<file path="src/rtl/serial_logic_unit_if.sv">
// rtl/serial_logic_unit_if.sv - request/result bundle for serial_logic_unit
interface serial_logic_unit_if #(
  parameter int WIDTH = 32
);
  logic             start;
  logic [1:0]       op;
  logic [WIDTH-1:0] in1;
  logic [WIDTH-1:0] in2;
  logic [WIDTH-1:0] out;
  logic             busy;
  logic             done;
  logic             err;

  modport master (
    output start, op, in1, in2,
    input  out, busy, done, err
  );

  modport slave (
    input  start, op, in1, in2,
    output out, busy, done, err
  );
endinterface

</file>
<file path="src/rtl/serial_logic_unit.sv">
// rtl/serial_logic_unit.sv - bit-serial AND/OR (XOR when SLU_XOR_EN is defined) logic slice
module serial_logic_unit #(
  parameter int WIDTH = 32,
  parameter int STEP  = 4
) (
  input logic                 clk,
  input logic                 rst_n,
  serial_logic_unit_if.slave  bus
);
  localparam int N  = WIDTH / STEP;
  localparam int CW = (N > 1) ? $clog2(N) : 1;

  typedef enum logic [1:0] {IDLE, RUN, DONE} state_t;

  state_t           state, state_nxt;
  logic [WIDTH-1:0] a, b, acc, out_q;
  logic [1:0]       op_q;
  logic [CW-1:0]    count;
  logic             illegal, busy_q, done_q, err_q;
  logic             legal_op, accept, last;
  logic [STEP-1:0]  r;

  always_comb begin
`ifdef SLU_XOR_EN
    legal_op = (bus.op != 2'b11);
`else
    legal_op = ~bus.op[1];
`endif
  end

  // busy_q stays high through the done cycle, which forces one idle cycle before the next accept
  assign accept = (state == IDLE) && !busy_q && bus.start;
  assign last   = (count == CW'(N - 1));

  always_comb begin
    r = '0;
    case (op_q)
      2'b00:   r = a[STEP-1:0] & b[STEP-1:0];
      2'b01:   r = a[STEP-1:0] | b[STEP-1:0];
`ifdef SLU_XOR_EN
      2'b10:   r = a[STEP-1:0] ^ b[STEP-1:0];
`endif
      default: r = '0;
    endcase
  end

  always_ff @(posedge clk or negedge rst_n) begin
    if (!rst_n) state <= IDLE;
    else        state <= state_nxt;
  end

  always_comb begin
    state_nxt = state;
    case (state)
      IDLE:    if (accept) state_nxt = legal_op ? RUN : DONE;
      RUN:     if (last) state_nxt = DONE;
      DONE:    state_nxt = IDLE;
      default: state_nxt = IDLE;
    endcase
  end

  always_ff @(posedge clk or negedge rst_n) begin
    if (!rst_n) begin
      a       <= '0;
      b       <= '0;
      acc     <= '0;
      out_q   <= '0;
      op_q    <= 2'b00;
      count   <= '0;
      illegal <= 1'b0;
      busy_q  <= 1'b0;
      done_q  <= 1'b0;
      err_q   <= 1'b0;
    end else begin
      done_q <= 1'b0;
      if (done_q) busy_q <= 1'b0;
      case (state)
        IDLE: begin
          if (accept) begin
            busy_q  <= 1'b1;
            acc     <= '0;
            count   <= '0;
            illegal <= !legal_op;
            if (legal_op) begin
              a    <= bus.in1;
              b    <= bus.in2;
              op_q <= bus.op;
            end
          end
        end
        RUN: begin
          acc <= {r, acc[WIDTH-1:STEP]};
          a   <= a >> STEP;
          b   <= b >> STEP;
          if (!last) count <= count + 1'b1;
        end
        DONE: begin
          out_q  <= illegal ? '0 : acc;
          err_q  <= illegal;
          done_q <= 1'b1;
        end
        default: ;
      endcase
    end
  end

  assign bus.out  = out_q;
  assign bus.busy = busy_q;
  assign bus.done = done_q;
  assign bus.err  = err_q;
endmodule

</file>
<file path="src/flat_wrapper.sv">
// flat-port wrapper written by rule: the top's interface ports become plain ports
module serial_logic_unit_flat 
#(
  parameter int WIDTH = 32,
  parameter int STEP  = 4
)
  (clk, rst_n, bus_start, bus_op, bus_in1, bus_in2, bus_out, bus_busy, bus_done, bus_err);
  serial_logic_unit_if #(.WIDTH(WIDTH)) bus_i ();
  input logic clk;
  input logic rst_n;
  input wire logic [$bits(bus_i.start)-1:0] bus_start;
  input wire logic [$bits(bus_i.op)-1:0] bus_op;
  input wire logic [$bits(bus_i.in1)-1:0] bus_in1;
  input wire logic [$bits(bus_i.in2)-1:0] bus_in2;
  output wire logic [$bits(bus_i.out)-1:0] bus_out;
  output wire logic [$bits(bus_i.busy)-1:0] bus_busy;
  output wire logic [$bits(bus_i.done)-1:0] bus_done;
  output wire logic [$bits(bus_i.err)-1:0] bus_err;
  assign bus_i.start = bus_start;
  assign bus_i.op = bus_op;
  assign bus_i.in1 = bus_in1;
  assign bus_i.in2 = bus_in2;
  assign bus_out = bus_i.out;
  assign bus_busy = bus_i.busy;
  assign bus_done = bus_i.done;
  assign bus_err = bus_i.err;
  serial_logic_unit #(.WIDTH(WIDTH), .STEP(STEP)) u_core (.clk(clk), .rst_n(rst_n), .bus(bus_i));
endmodule
</file>
<file path="config.mk">
export PLATFORM = sky130hd
export DESIGN_NAME = serial_logic_unit_flat
export DESIGN_NICKNAME = d
export VERILOG_FILES = /design/src/rtl/serial_logic_unit_if.sv /design/src/rtl/serial_logic_unit.sv /design/src/flat_wrapper.sv
export SDC_FILE = /design/constraint.sdc
export NUM_CORES = 1
export LEC_CHECK = 0
export ABC_AREA = 1
export CORE_ASPECT_RATIO = 1.1
export CORE_MARGIN = 1.5
export CORE_UTILIZATION = 53
export DETAILED_ROUTE_END_ITERATION = 8
export GPL_TIMING_DRIVEN = 1
export PLACE_DENSITY_LB_ADDON = 0.05
export SYNTH_ARGS = -nofsm -noshare
export SYNTH_HDL_FRONTEND = slang
export SYNTH_SLANG_ARGS = --single-unit
</file>
<file path="constraint.sdc">
create_clock -name clk -period 1.6 [get_ports clk]
set_input_delay 0.16 -clock clk [delete_from_list [all_inputs] [get_ports clk]]
set_output_delay 0.16 -clock clk [all_outputs]
set_load 0.05 [all_outputs]
</file>
After elaboration in Yosys (flattened, before gate mapping)
Cells that the tools add are included.
{"block": "op_classes", "addsub": 1, "n_reduce_logical": 12, "n_eq_ne": 7, "bitwise_logic": 3, "mux": 21}
{"operator": "2-to-1 mux 32 bit", "count": 6}
{"operator": "one-hot mux 32 bit (2 select lines)", "count": 3}
{"operator": "AND reduction 3 bit", "count": 3}
{"operator": "one-hot mux 4 bit (2 select lines)", "count": 1}
{"operator": "2-to-1 mux 2 bit", "count": 3}
{"operator": "2-to-1 mux 3 bit", "count": 2}
{"operator": "one-hot mux 3 bit (2 select lines)", "count": 1}
{"operator": "AND reduction 2 bit", "count": 3}
{"operator": "AND 4 bit", "count": 1}
{"operator": "zero test 2 bit", "count": 2}
{"operator": "2-to-1 mux 1 bit", "count": 4}
{"operator": "!= test 2 x 1 -> 1 bit, second input constant", "count": 2}
{"operator": "!= test 2 bit, second input constant", "count": 2}
{"operator": "bitwise OR 4 bit", "count": 1}
{"operator": "one-hot mux 2 bit (2 select lines)", "count": 1}
{"operator": "adder 3 x 1 -> 3 bit, second input constant", "count": 1}
{"operator": "equality test 3 bit, second input constant", "count": 1}
{"operator": "equality test 2 x 1 -> 1 bit, second input constant", "count": 1}
{"operator": "equality test 2 bit, second input constant", "count": 1}
{"operator": "logical AND 1 bit", "count": 2}
{"operator": "nonzero test 2 bit", "count": 1}
{"operator": "zero test 1 bit", "count": 1}
{"operator": "inverter 1 bit", "count": 1}
{"block": "totals", "inputBits": 69, "regBits": 138}

Longest topological paths before layout
{"block": "depth", "word_depth": 5, "depth_mapped": 8}

Worst setup path after synthesis
Ideal clock, no wire load.
{"block": "synth_timing", "path_kind": "flip-flop to flip-flop", "from": "register u_core.busy_q, in the netlist u_core.bus.busy", "to": "register u_core.a[24]", "slack_ns": 0.141, "setup_time_ns": 0.117, "path_stages_with_launch": 8, "n_path_buf": 2, "t_arrival_ns": 1.341, "path_cell_list": "dfrtp_1 -> inv_1 -> nand3_1 -> nand2_1 -> buf_4 -> buf_2 -> nand3_1 -> nand2_1"}
{"block": "synth_via", "elab_chain_len": 5}
{"element": "start: declaration", "line": "serial_logic_unit.sv:19", "text": "logic illegal, busy_q, done_q, err_q;"}
{"element": "start signal: assignment", "line": "serial_logic_unit.sv:71", "text": "busy_q <= 1'b0;"}
{"element": "start signal: assignment", "line": "serial_logic_unit.sv:76", "text": "if (done_q) busy_q <= 1'b0;"}
{"element": "start signal: assignment", "line": "serial_logic_unit.sv:80", "text": "busy_q <= 1'b1;"}
{"element": "zero test 1 bit", "line": "serial_logic_unit.sv:32", "text": "assign accept = (state == IDLE) && !busy_q && bus.start;"}
{"element": "logical AND 1 bit (2 in a row)", "line": "serial_logic_unit.sv:32"}
{"element": "!= test 2 x 1 -> 1 bit (no line)"}
{"element": "AND reduction 3 bit (no line)"}
{"element": "end signal: assignment", "line": "serial_logic_unit.sv:85", "text": "a <= bus.in1;"}
{"element": "end signal: assignment", "line": "serial_logic_unit.sv:93", "text": "a <= a >> STEP;"}
{"element": "end: declaration", "line": "serial_logic_unit.sv:16", "text": "logic [WIDTH-1:0] a, b, acc, out_q;"}
No other way between the ends.
A chain may end at the register's enable or synchronous reset.

Worst setup path in the final report
{"block": "layout_timing", "from": "register u_core.state[0]", "to": "register u_core.count[0]"}
{"block": "layout_via", "elab_chain_len": 5}
{"element": "start: declaration", "line": "serial_logic_unit.sv:15", "text": "state_t state, state_nxt;"}
{"element": "start signal: assignment", "line": "serial_logic_unit.sv:49", "text": "else state <= state_nxt;"}
{"element": "zero test 2 bit", "line": "serial_logic_unit.sv:32, serial_logic_unit.sv:77"}
{"element": "logical AND 1 bit (2 in a row)", "line": "serial_logic_unit.sv:32"}
{"element": "!= test 2 x 1 -> 1 bit (no line)"}
{"element": "AND reduction 3 bit (no line)"}
{"element": "end signal: assignment", "line": "serial_logic_unit.sv:95", "text": "if (!last) count <= count + 1'b1;"}
{"element": "end: declaration", "line": "serial_logic_unit.sv:18", "text": "logic [CW-1:0] count;"}
Parallel ways exist; a longest one is shown, timed or not.

==> results.txt <==
The via count of the first global-routing pass is 5032. The number of hold-slack violations in the final timing report is 0. The number of antenna violations at the first check in global routing is 0. TritonCTS built the clock tree. The clock skew is 14.4 ps. The fraction of synthesis flops using an asynchronous set or reset pin came out at 100%. The first routing iteration left 310 violations. After detailed routing, the number of remaining DRC violations is 0. STA classifies the critical path endpoint as a register.

The register share of total power is 35.9%. The final number of max-transition violations came out at 0. The antenna cell count is 0. Summed over all layers, the routed wires come to 13700 µm. Detailed routing inserted a total of 5228 vias. The transition time at the pin with the least slew margin came out at 423 ps.

The CTS H-tree depth came out at 4. The flow ran to the end, and the final reports show no timing, DRC or antenna violations. The total iterations of the first detailed-routing run came out at 7. In this run the worst path has a maximum fanout of 12. The most common cell after layout, fill and taps aside is sky130_fd_sc_hd__nand2_1. The leftover overflow at the end of global routing is 0. The initial utilization of the core area, before any placement, comes to 55.0%. Cells fill 70.8% of the core in the end. The highest achievable clock rate is 0.710 GHz.

The sequential-to-total area share from yosys stat came out at 57.0%. The horizontal die dimension is 105 µm. The sink count of the clock tree is 138. The clock root buffer master is sky130_fd_sc_hd__clkbuf_16. The clock transition at the register clock pins on the worst setup and hold paths after CTS came out at 60 ps. The overall power after layout came out at 0.0152 W. The fraction of layout cells with a size suffix above 1 is 11.6%. The synthesized area divided by synthesized cell count is 8.28 µm². The wire length of the first global-routing pass is 23500 µm. When the netlist entered floorplanning its net count stood at 803. The area growth from synthesis to final layout is 28.6%. The signal on the critical path passes through buf_4, inv_1, nor2_2, nand2_1, nand3_1, o21ai_0. The floorplan has 40 rows. The detail route stage leaves a number of antenna-violating nets equal to 0. Counting every instance in the synthesized netlist gives 732. The tightest slew margin relative to the limit came out at 71.8%.

After detailed placement, the total cell area comes to 7250 µm². Dividing total power by cell area gives a power density of 1950 nW/µm². The delay of the slowest critical-path stage came out at 460 ps. The endpoint arrival time on the critical path is 1680 ps. The clock network fraction of total power came out at 23.1%. Setup repair after global routing left no endpoint under its margin.

The power share of the combinational group is 41.0%. For this run, the post-layout net count is 895. The number of enable flip-flop cells after synthesis came out at 0.

STA classifies the critical path startpoint as a register. The worst hold slack after final layout is 291 ps. The clock network latency to the later pin of the worst-skew pair came out at 410 ps. Net switching is 41.4% of the power. The count of max-cap constraint violations is 0.

The number of warnings issued by yosys came out at 0. After detailed routing, the number of vias per cell comes to 5.31. Entering global routing, the biggest net connects 81 pins. The placed wire-length estimate is 8770 µm. The overall fraction of global-route tracks in use came out at 24.3%.

The slowest cell on the critical path is sky130_fd_sc_hd__dfrtp_2. The count of distinct cell types in the synthesized netlist came out at 22. The tightest min-delay check is of the in2async type.

The mapped netlist covers 6060 µm². The average detailed-routed wire length per instance came out at 14.0 µm. The synthesized flop and latch total came out at 138. The number of placed I/O pins came out at 104. The routability-driven placement congestion ratio came out at 0.795.

The number of buffers between clock root and the deepest sink is 2. The total clock buffers created by CTS is 17. Counting I/O delays and the setup requirement, the final critical path takes 1410 ps. The number of buffers added for setup after CTS is 0.

The most frequently used flop master after synthesis is sky130_fd_sc_hd__dfrtp_1. The maximum vdd drop came out at 0.806 mV. The total die area came out at 12100 µm². The standard cell core area is 11000 µm².

The total negative setup slack came out at 0 ps. The critical path in this run is classified as reg2reg. During placement, the flow inserted port buffers numbering 103. The total of endpoints with negative setup slack in the final report is 0. The internal power summed over all cells came out at 0.00890 W.

The required time of the worst setup path came out at 1880 ps. The leakage power came out at 3.98 nW. The worst path uses 88.0% of the clock period.

The floorplan step set the die height to 115 µm. In the layout the commonest cells are 297 x sky130_fd_sc_hd__nand2_1, 137 x sky130_fd_sc_hd__dfrtp_1, 117 x sky130_fd_sc_hd__nand3_1. The net switching component of the power is 0.00628 W.

The final standard cell area without fillers is 7790 µm².
-- critical path, delay by kind of cell (launching register included) --
kind	cells	cell delay [ps]
AOI/OAI and AO/OA	1	90
buffers and inverters	2	310
DFF	1	460
and+or+nand+nor	3	410
-- stage by stage --
step | worst slack (ps) | std cells
after floorplan | 141 | 732
after CTS | 117 | 984
final | 191 | 984
after global routing | 88.9 | 984
after global placement | 146 | 951
after detailed placement | 101 | 951
-- repair_timing --
item                       4_1_cts  5_1_grt
setup endpoints to repair        0        1
hold buffers                     1        0
resized for setup                0        1
hold endpoints to repair       138        0
-- cell usage after synthesis (2+ instances only) --
cell type	instances	area share (%)
sky130_fd_sc_hd__o22ai_1	28	2.9
sky130_fd_sc_hd__a21oi_1	5	0.41
sky130_fd_sc_hd__buf_1	3	0.19
sky130_fd_sc_hd__nor2_1	2	0.12
sky130_fd_sc_hd__nor2_2	2	0.21
sky130_fd_sc_hd__inv_1	39	2.4
sky130_fd_sc_hd__nand3_1	117	9.7
sky130_fd_sc_hd__o21ai_0	23	1.9
sky130_fd_sc_hd__clkbuf_1	15	0.93
sky130_fd_sc_hd__dfrtp_1	138	57
sky130_fd_sc_hd__o21ai_1	20	1.7
sky130_fd_sc_hd__buf_2	27	2.2
sky130_fd_sc_hd__buf_4	5	0.62
sky130_fd_sc_hd__nand2_1	299	19
sky130_fd_sc_hd__ha_1	2	0.41
-- final cells by class --
cell class	count	area (µm²)
multi-input cells	504	2220
well taps	147	184
clock inverters	14	96.3
inverters	40	150
repair buffers	123	1250
clock buffers	18	439
flip-flops and latches	138	3450
fillers	894	3220
-- power by group through the flow --
| stage | Clock (W) | Sequential [W] | Combinational (W) |
|---|---|---|---|
| final | 0.00351 | 0.00546 | 0.00622 |
| after global placement | 0 | 0.00544 | 0.00609 |
| after CTS | 0.00355 | 0.00545 | 0.00626 |
| after floorplan | 0 | 0.00606 | 0.00363 |
| after global routing | 0.00372 | 0.00561 | 0.00691 |
| after detailed placement | 0 | 0.00549 | 0.00622 |
-- sequential cells by signal, indices dropped and copies added, names as in the netlist --
| signal | flops |
|---|---|
| u_core.a | 32 |
| u_core.b | 32 |
| u_core.bus.busy | 1 |
| u_core.bus.err | 1 |
| u_core.bus.done | 1 |
| u_core.acc | 32 |
| u_core.bus.out | 32 |
| u_core.count | 3 |
| u_core.op_q | 1 |
| u_core.illegal | 1 |
| u_core.state | 2 |
-- cells by family after synthesis --
logic type	after synthesis	synth area share, %
flip-flops	138	57.0
AND/OR/NAND/NOR	425	29.2
buffers and inverters	90	6.44
adder cells (fa/ha/maj)	2	0.413
AO/OA/AOI/OAI	77	6.98
-- path summary, 6_finish.rpt --
path                                      start               to  cells past startpoint  slack [ps]
worst min register to register     u_core.a[29]     u_core.a[29]                      2         480
worst max-delay path            u_core.state[0]  u_core.count[0]                      6         190
worst max register to register  u_core.state[0]  u_core.count[0]                      6         190
min in group clk                    bus_in1[31]     u_core.a[31]                      3         290
max in group asynchronous                 rst_n  u_core.state[0]                      3         910
worst min-delay path                      rst_n   u_core.acc[20]                      3         290
-- metal layers --
metal | vias up | global-route usage [%] | wire length [µm]
li1 | 2560 | - | -
met1 | 2471 | 32.4 | 6150
met2 | 174 | 40.1 | 6700
met3 | 23 | 3.97 | 624
met4 | 0 | 10.4 | 260
met5 | - | 0 | 0
(Power assumes the default switching activity.)
